$ cat src/rtl/infer_seq_ctrl_if.sv
// Handshake and memory/accumulator bundle for the inference sequencer.
//   start      : request one inference
//   busy, done : run in progress / one-cycle result strobe
//   digit      : recognised class index
//   addr       : shared read address to weight and pixel memories
//   mac_clr, mac_en, mac_last : accumulator strobes
//   score_sel  : accumulator select for the score scan
//   score_in   : signed score of the selected accumulator
// master = sequencer side, slave = datapath / host side.
interface infer_seq_ctrl_if #(
   parameter int ADDR_W     = 10,
   parameter int SCORE_BITS = 48
) ();
   logic                         start;
   logic                         busy;
   logic                         done;
   logic [3:0]                   digit;
   logic [ADDR_W-1:0]            addr;
   logic                         mac_clr;
   logic                         mac_en;
   logic                         mac_last;
   logic [3:0]                   score_sel;
   logic signed [SCORE_BITS-1:0] score_in;

   modport master (
      input  start, score_in,
      output busy, done, digit, addr, mac_clr, mac_en, mac_last, score_sel
   );

   modport slave (
      output start, score_in,
      input  busy, done, digit, addr, mac_clr, mac_en, mac_last, score_sel
   );
endinterface

$ cat src/rtl/infer_seq_ctrl.sv
// Sequencer for the fully-connected output layer: sweeps the shared address
// across weight/pixel memories, strobes the parallel MAC accumulators in step
// with the memory read latency, then scans the accumulated scores and reports
// the argmax class.
// Ports:
//   clk   : clock
//   reset : asynchronous, active-low reset
//   bus   : infer_seq_ctrl_if.master (start/busy/done/digit, addr,
//           mac_clr/mac_en/mac_last, score_sel/score_in)
// ADDR_W must satisfy 2**ADDR_W >= N_INPUTS; N_CLASSES must be <= 16.
//
// state   | meaning
// --------+------------------------------------------------------------
// S_IDLE  | waiting for start, addr held at 0
// S_CLEAR | one-cycle mac_clr pulse
// S_FETCH | addr steps 0..N_INPUTS-1, one read issued per cycle
// S_DRAIN | MEM_LAT cycles for the last reads to reach the accumulators
// S_SCAN  | score_sel steps 0..N_CLASSES-1, running signed maximum
// S_DONE  | one-cycle done pulse, digit updated
module infer_seq_ctrl #(
   parameter int N_INPUTS   = 784,
   parameter int N_CLASSES  = 10,
   parameter int ADDR_W     = 10,
   parameter int SCORE_BITS = 48,
   parameter int MEM_LAT    = 1
) (
   input logic              clk,
   input logic              reset,
   infer_seq_ctrl_if.master bus
);
   localparam int                LAT_W     = (MEM_LAT > 1) ? $clog2(MEM_LAT) : 1;
   localparam logic [ADDR_W-1:0] ADDR_LAST = ADDR_W'(N_INPUTS - 1);
   localparam logic [3:0]        SEL_LAST  = 4'(N_CLASSES - 1);

   typedef enum logic [2:0] {
      S_IDLE,
      S_CLEAR,
      S_FETCH,
      S_DRAIN,
      S_SCAN,
      S_DONE
   } state_t;

   state_t                       state;
   logic [LAT_W-1:0]             drain_cnt;
   logic [MEM_LAT-1:0]           vld_dl;
   logic [MEM_LAT-1:0]           last_dl;
   logic signed [SCORE_BITS-1:0] best;
   logic [3:0]                   best_idx;

   logic                         fetch_v;
   logic                         fetch_last;
   logic                         take;
   logic [3:0]                   idx_nxt;
   logic signed [SCORE_BITS-1:0] best_nxt;

   // First scanned score always seeds the maximum; afterwards only a strictly
   // greater score replaces it, so ties keep the lower class index.
   always_comb begin
      fetch_v    = (state == S_FETCH);
      fetch_last = fetch_v && (bus.addr == ADDR_LAST);
      take       = (bus.score_sel == 4'd0) || (bus.score_in > best);
      idx_nxt    = take ? bus.score_sel : best_idx;
      best_nxt   = take ? bus.score_in  : best;
   end

   // Read-valid delay line: a read issued in cycle c shows up as mac_en in
   // cycle c+MEM_LAT, together with its end-of-sweep flag.
   always_ff @(posedge clk or negedge reset) begin
      if (!reset) begin
         vld_dl  <= '0;
         last_dl <= '0;
      end else begin
         vld_dl[0]  <= fetch_v;
         last_dl[0] <= fetch_last;
         for (int i = 1; i < MEM_LAT; i++) begin
            vld_dl[i]  <= vld_dl[i-1];
            last_dl[i] <= last_dl[i-1];
         end
      end
   end

   assign bus.mac_en   = vld_dl[MEM_LAT-1];
   assign bus.mac_last = last_dl[MEM_LAT-1];

   always_ff @(posedge clk or negedge reset) begin
      if (!reset) begin
         state         <= S_IDLE;
         bus.busy      <= 1'b0;
         bus.done      <= 1'b0;
         bus.digit     <= 4'd0;
         bus.addr      <= '0;
         bus.mac_clr   <= 1'b0;
         bus.score_sel <= 4'd0;
         drain_cnt     <= '0;
         best          <= '0;
         best_idx      <= 4'd0;
      end else begin
         case (state)
            S_IDLE: begin
               if (bus.start) begin
                  state       <= S_CLEAR;
                  bus.busy    <= 1'b1;
                  bus.mac_clr <= 1'b1;
               end
            end
            S_CLEAR: begin
               bus.mac_clr <= 1'b0;
               state       <= S_FETCH;
            end
            S_FETCH: begin
               if (fetch_last) begin
                  state     <= S_DRAIN;
                  bus.addr  <= '0;
                  drain_cnt <= LAT_W'(MEM_LAT - 1);
               end else begin
                  bus.addr <= bus.addr + ADDR_W'(1);
               end
            end
            S_DRAIN: begin
               if (drain_cnt == '0) begin
                  state <= S_SCAN;
               end else begin
                  drain_cnt <= drain_cnt - LAT_W'(1);
               end
            end
            S_SCAN: begin
               best     <= best_nxt;
               best_idx <= idx_nxt;
               if (bus.score_sel == SEL_LAST) begin
                  // Final comparison lands directly in digit so it is valid
                  // in the same cycle as done.
                  state         <= S_DONE;
                  bus.score_sel <= 4'd0;
                  bus.done      <= 1'b1;
                  bus.digit     <= idx_nxt;
               end else begin
                  bus.score_sel <= bus.score_sel + 4'd1;
               end
            end
            S_DONE: begin
               bus.done <= 1'b0;
               bus.busy <= 1'b0;
               state    <= S_IDLE;
            end
            default: state <= S_IDLE;
         endcase
      end
   end
endmodule
$ cat src/flat_wrapper.sv
// flat-port wrapper written by rule: the top's interface ports become plain ports
module infer_seq_ctrl_flat 
#(
   parameter int N_INPUTS   = 784,
   parameter int N_CLASSES  = 10,
   parameter int ADDR_W     = 10,
   parameter int SCORE_BITS = 48,
   parameter int MEM_LAT    = 1
)
  (clk, reset, bus_start, bus_score_in, bus_busy, bus_done, bus_digit, bus_addr, bus_mac_clr, bus_mac_en, bus_mac_last, bus_score_sel);
  infer_seq_ctrl_if #(.ADDR_W(ADDR_W), .SCORE_BITS(SCORE_BITS)) bus_i ();
  input logic clk;
  input logic reset;
  input wire logic [$bits(bus_i.start)-1:0] bus_start;
  input wire logic [$bits(bus_i.score_in)-1:0] bus_score_in;
  output wire logic [$bits(bus_i.busy)-1:0] bus_busy;
  output wire logic [$bits(bus_i.done)-1:0] bus_done;
  output wire logic [$bits(bus_i.digit)-1:0] bus_digit;
  output wire logic [$bits(bus_i.addr)-1:0] bus_addr;
  output wire logic [$bits(bus_i.mac_clr)-1:0] bus_mac_clr;
  output wire logic [$bits(bus_i.mac_en)-1:0] bus_mac_en;
  output wire logic [$bits(bus_i.mac_last)-1:0] bus_mac_last;
  output wire logic [$bits(bus_i.score_sel)-1:0] bus_score_sel;
  assign bus_i.start = bus_start;
  assign bus_i.score_in = bus_score_in;
  assign bus_busy = bus_i.busy;
  assign bus_done = bus_i.done;
  assign bus_digit = bus_i.digit;
  assign bus_addr = bus_i.addr;
  assign bus_mac_clr = bus_i.mac_clr;
  assign bus_mac_en = bus_i.mac_en;
  assign bus_mac_last = bus_i.mac_last;
  assign bus_score_sel = bus_i.score_sel;
  infer_seq_ctrl #(.N_INPUTS(N_INPUTS), .N_CLASSES(N_CLASSES), .ADDR_W(ADDR_W), .SCORE_BITS(SCORE_BITS), .MEM_LAT(MEM_LAT)) u_core (.clk(clk), .reset(reset), .bus(bus_i));
endmodule
$ cat config.mk
export PLATFORM = sky130hd
export DESIGN_NAME = infer_seq_ctrl_flat
export DESIGN_NICKNAME = d
export VERILOG_FILES = /design/src/rtl/infer_seq_ctrl_if.sv /design/src/rtl/infer_seq_ctrl.sv /design/src/flat_wrapper.sv
export SDC_FILE = /design/constraint.sdc
export NUM_CORES = 1
export LEC_CHECK = 0
export ABC_AREA = 1
export CELL_PAD_IN_SITES_DETAIL_PLACEMENT = 1
export CELL_PAD_IN_SITES_GLOBAL_PLACEMENT = 1
export CORE_ASPECT_RATIO = 1.25
export CORE_UTILIZATION = 36
export CTS_CLUSTER_SIZE = 24
export DETAILED_ROUTE_END_ITERATION = 10
export PLACE_DENSITY = 0.85
export SLEW_MARGIN = 20
export SYNTH_ARGS = -nofsm -noshare
export SYNTH_HDL_FRONTEND = slang
export SYNTH_SLANG_ARGS = --single-unit
$ cat constraint.sdc
create_clock -name clk -period 2.3 [get_ports clk]
set_clock_uncertainty 0.1 [all_clocks]
set_input_delay 0.345 -clock clk [delete_from_list [all_inputs] [get_ports clk]]
set_output_delay 0.345 -clock clk [all_outputs]
set_load 0.005 [all_outputs]
After elaboration in Yosys (flattened, before gate mapping) --
Cells that the tools add are included.
Operators by class: add/sub/neg operators 3, mux-type cells 16, equality and inequality tests 11, reduce and logical (&&, ||, !) cells 15, magnitude comparators 1
Operator list (count):
- 48-bit greater-than comparator | 1
- 3-bit one-hot mux with 5 select lines | 1
- 3-bit 2-to-1 mux | 4
- 2-bit AND reduction | 6
- 10-bit by 1-bit adder with 10-bit output, second input constant | 1
- 10-bit equality test, second input constant | 1
- 10-bit 2-to-1 mux | 1
- 4-bit 2-to-1 mux | 2
- 1-bit one-hot mux with 2 select lines | 4
- 2-bit nonzero test | 4
- 3-bit by 2-bit equality test with 1-bit output, second input constant | 2
- 3-bit equality test, second input constant | 2
- 2-bit inequality test, second input constant | 3
- 4-bit by 1-bit adder with 4-bit output, second input constant | 1
- 4-bit equality test, second input constant | 1
- 4-bit zero test | 1
- 1-bit 2-to-1 mux | 4
- 4-bit AND reduction | 1
- 3-bit by 1-bit equality test with 1-bit output, second input constant | 1
- 3-bit zero test | 1
- 2-bit by 1-bit inequality test with 1-bit output, second input constant | 1
- 1-bit logical AND | 1
- 1-bit logical OR | 1
- 1-bit subtractor, second input constant | 1
Storage, ports and cells: register bits 79, output and inout port bits 23, logic and storage cells 58

Logic depth before layout (Yosys ltp) --
Gate-level depths: netlist (run 1).
depth in word-level cells 4, depth in mapped cells 20

Worst setup path before layout (run 1) --
Ideal clock, no wire load.
path kind flip-flop to flip-flop, start point reg u_core.best[47], end point reg u_core.best[10], data arrival time 1903 ps, data required time 2084 ps, setup slack 181 ps, period minus slack after synthesis 2119 ps, library setup time 116 ps, stages on the path, launching flop included 14, buffers on the path 2, cells stage by stage dfrtp_1 inv_1 ha_1 a21oi_1 o21a_1 nand2_1 a21oi_1 nand4_1 nand3_4 nand2_8 buf_12 buf_12 nand3_1 nand2_1
Between the ends: word-level cells in the longest chain between the ends 3
Ends and longest elaborated chain:
- from (decl) | line infer_seq_ctrl.sv:48 | logic signed [SCORE_BITS-1:0] best;
- from (signal assigned) | line infer_seq_ctrl.sv:128 | best <= best_nxt;
- 48-bit greater-than comparator | line infer_seq_ctrl.sv:62 | take = (bus.score_sel == 4'd0) || (bus.score_in > best);
- 1-bit logical OR | line infer_seq_ctrl.sv:62
- 2-bit AND reduction (no line)
Every way passes these cells. A chain may end at the register's enable or synchronous reset.

Worst setup path after layout (run 1) --
start point in bus_score_in[22], end point reg u_core.best[20]
Between the ends: word-level cells in the longest chain between the ends 3
Ends and longest elaborated chain:
- from (decl) | line flat_wrapper.sv:15 | input wire logic [$bits(bus_i.score_in)-1:0] bus_score_in;
- 48-bit greater-than comparator | line infer_seq_ctrl.sv:62
- 1-bit logical OR | line infer_seq_ctrl.sv:62
- 2-bit AND reduction (no line)
Every way passes these cells.

==> results of run 1 <==
critical path: stages:
cell and delay (ns):
clkdlybuf4s50_1 0.44, ha_1 0.32, nand2_2 0.10, a21oi_1 0.06
nor2_1 0.17, nand2_1 0.09, nand2_1 0.07, nand2_1 0.09
nand2_2 0.09, nand4_1 0.18, nand3_4 0.16, nand2_8 0.11
buf_12 0.16, buf_16 0.14, nand3_1 0.07, nand2_1 0.09
registers in the layout, indices dropped and copies added (netlist names):
signal,flops
u_core.best,48
u_core.bus.addr,10
u_core.best_idx,4
u_core.bus.digit,4
u_core.bus.score_sel,4
u_core.state,3
u_core.bus.busy,1
u_core.bus.done,1
u_core.bus.mac_clr,1
u_core.bus.mac_en,1
u_core.bus.mac_last,1
metrics by stage:
stage               worst slack (ns)  utilization  hold slack, ns  cells  total power, µW
floorplan                      0.181            -         -0.0506    581             4290
global placement              -0.590        0.466           0.268    835             5230
detailed placement            -0.649        0.466           0.281    835             5460
CTS                          -0.0447        0.519           0.283    859             7520
global route                  -0.423        0.545           0.283    866             8710
finish                        -0.263        0.545           0.260    866             8200
per-layer routing:
| metal | GRT usage | wire, µm | vias to the layer above | share of wire |
|---|---|---|---|---|
| li1 | - | - | 2092 | - |
| met1 | 0.258 | 6300 | 2277 | 0.38 |
| met2 | 0.433 | 8880 | 131 | 0.53 |
| met3 | 0.0429 | 823 | 50 | 0.049 |
| met4 | 0.125 | 716 | 0 | 0.043 |
| met5 | 0 | 0 | - | 0 |
cells by family after synthesis:
kind of cell / share of synthesized area
fa+ha+maj: 0.133
compound gates: 0.0555
flops: 0.423
simple gates: 0.285
buf+inv: 0.0999
xor+xnor: 0.00379
power breakdown:
group          switching [µW]  total, µW  internal [µW]  leakage [µW]
Clock                     582       1480            895      0.000149
Sequential                461       2360           1900      0.000982
Combinational            2430       4350           1930       0.00216
Total                    3470       8200           4720       0.00329
layout by cell type (no fill, tap or decap), drive strengths merged, types with 2 or more instances in the layout:
cell type      netlist  layout
a21o                 2       2
o22ai                2       2
nand4                7       7
nor3                 7       7
dlymetal6s2s         0       2
inv                 87      87
ha                  49      49
nand3               68      68
nand2              183     184
dlygate4sd2          0      30
a21oi               28      28
dfrtp               78      78
o21ai               10      10
buf                 11      45
clkdlybuf4s50        0      40
clkinv               0       2
nor2                37      37
clkbuf               4      14
what timing repair did:
action | 4_1_cts | 5_1_grt
gates resized for setup | 87 | 60
buffers inserted | 7 | 4
hold buffers | 1 | 0
endpoints found under the hold margin | 37 | 0
gates cloned | 1 | 3
pin swaps | 47 | 9
setup endpoints to repair | 56 | 56
worst max-delay path by stage:
stage	slack, ns	endpoint	startpoint
floorplan	0.18	u_core.best[10]	u_core.best[47]
global placement	-0.59	u_core.best_idx[1]	bus_score_in[47]
detailed placement	-0.65	u_core.best[10]	bus_score_in[47]
CTS	-0.04	u_core.best[35]	u_core.best[43]
global route	-0.42	u_core.best[25]	u_core.best[22]
finish	-0.26	u_core.best[20]	bus_score_in[22]
area by class of cell:
class,count,area share
well taps,164,0.0305
clock inverters,3,0.00651
clock buffers,12,0.0381
repair buffers,120,0.181
multi-input cells,402,0.405
inverters,87,0.0486
flip-flops and latches,78,0.290
==> flow_summary_export.csv, run 1 <==
group,metric,value,unit
synthesis,synthesis.nets,681,
synthesis,synthArstFlopShare,1.00,
sta,setup_viol,56,
drt,vias,4550,
hold_path,hold_class,"input port to flop",
setup_path,path_max_fanout,12,
setup_path,crit_arrival,2.69,ns
synthesis,yosys_register_bits,78,
floorplanning,die_w,103,µm
synthesis,netlist_top_cells_count,"nand2_1, inv_1, dfrtp_1",
sta,rsz0062_at_grt,"yes",
finish,n_antenna_cell,0,
status,outcome,"finished, violations left",
placed_design,place.gp.congestion,0.822,
placed_design,placed_area,0.00575,mm²
sta,tns,-10.47,ns
clocking,numClockSinks,78,
drt,drtIter0Drc,173,
floorplanning,design.core.area,0.0123,mm²
status,violations,"negative setup slack",
sta,max_freq,390,MHz
clocking,htree_num_levels,3,
floorplanning,die_h,129,µm
clocking,cts_max_path_buffers,2,
setup_path,r2r-start,"u_core.best[44]",
hold_path,hold_path_end,"u_core.best[25]",
pwr,leakagePower,0.00329,µW
synthesis,synth_top_area_frac,0.423,
setup_path,r2r_setup_slack,-0.25,ns
sta,fin_crit_sh,1.11,
setup_path,r2r-end,"u_core.best[46]",
synthesis,synth.most_common_cell,"nand2_1",
finish,nets,798,
global_route,antenna_found_initial,0,
drt,vias_per_cell,5.25,
synthesis,synth-edff-count,0,
setup_path,reg2reg_depth,14,
global_route,grt_pass1_vias,4930,
synthesis,synth.distinct_cells,31,
sta,finalCriticalPeriod,2.56,ns
drt,dr.pass1.iters,4,
floorplanning,core.rowCount,45,
drt,drc,0,
synthesis,yosys_warnings,0,
synthesis,seq_area_frac_synth,0.423,
setup_path,cp.required,2.42,ns
sta,fin_ws,-0.263,ns
synthesis,synth_area_per_cell,7.95,µm²
synthesis,synth_ff_type,"dfrtp_1",
floorplanning,num_io_pins,74,
finish,n_fill_cell,1410,
setup_path,endpoint_kind,"flop",
global_route,grt_overflow_total,0,
clocking,clk_pin_slew,0.06,ns
run,drv_cap,0,
clocking,cts_buffers,9,
placed_design,hpwlAfterDp,9.66,mm
sta,slew_headroom,0.621,
synthesis,yosys.area.top_type,"dfrtp_1",
hold_path,hold_path_depth,3,
pwr,power.density,1220,mW/mm²
drt,wirelength,16.7,mm
finish,final_area,0.00673,mm²
clocking,cts_tree,"done",
hold_path,min_from,"bus_score_in[25]",
pwr,ir_worst_vdd,654,µV
finish,multiInputGateArea,0.00272,mm²
global_route,grt_util_all_layers,0.238,
synthesis,synthesis.area,0.00462,mm²
global_route,grt_max_degree,53,
floorplanning,die-area,0.0133,mm²
synthesis,synth_cells,581,
clocking,worst_skew_pair.late_latency,0.35,ns
sta,worst_pin_slew,0.569,ns
synthesis,synth.area.top_cells,"dfrtp_1, nand2_1, ha_1",
finish,drive_gt1_frac,0.231,
finish,regArea,0.00195,mm²
setup_path,cp-start-kind,"input port",
drt,wire_per_inst,19.3,µm
clocking,root_buffer,"clkbuf_16",
global_route,grt_pass1_wl,24.1,mm
floorplanning,start_util,0.375,
sta,slew_violations,0,
setup_path,path_class,"input port to flop",
sta,hold_viol,0,
finish,syn_to_final_growth,45.6,%
drt,ant_nets,0,
placed_design,numPortBuffers,73,
Note: power is estimated with default switching activity, not from simulation.
==> inputs of run 2 (changes only) <==
--- a/config.mk
+++ b/config.mk
@@ -13,7 +13,7 @@
 export CTS_CLUSTER_SIZE = 24
 export DETAILED_ROUTE_END_ITERATION = 10
 export PLACE_DENSITY = 0.85
-export SLEW_MARGIN = 20
+export SLEW_MARGIN = 40
 export SYNTH_ARGS = -nofsm -noshare
 export SYNTH_HDL_FRONTEND = slang
 export SYNTH_SLANG_ARGS = --single-unit
==> results of run 2 <==
Final layout, timing and power as in run 1 (identical DEF).
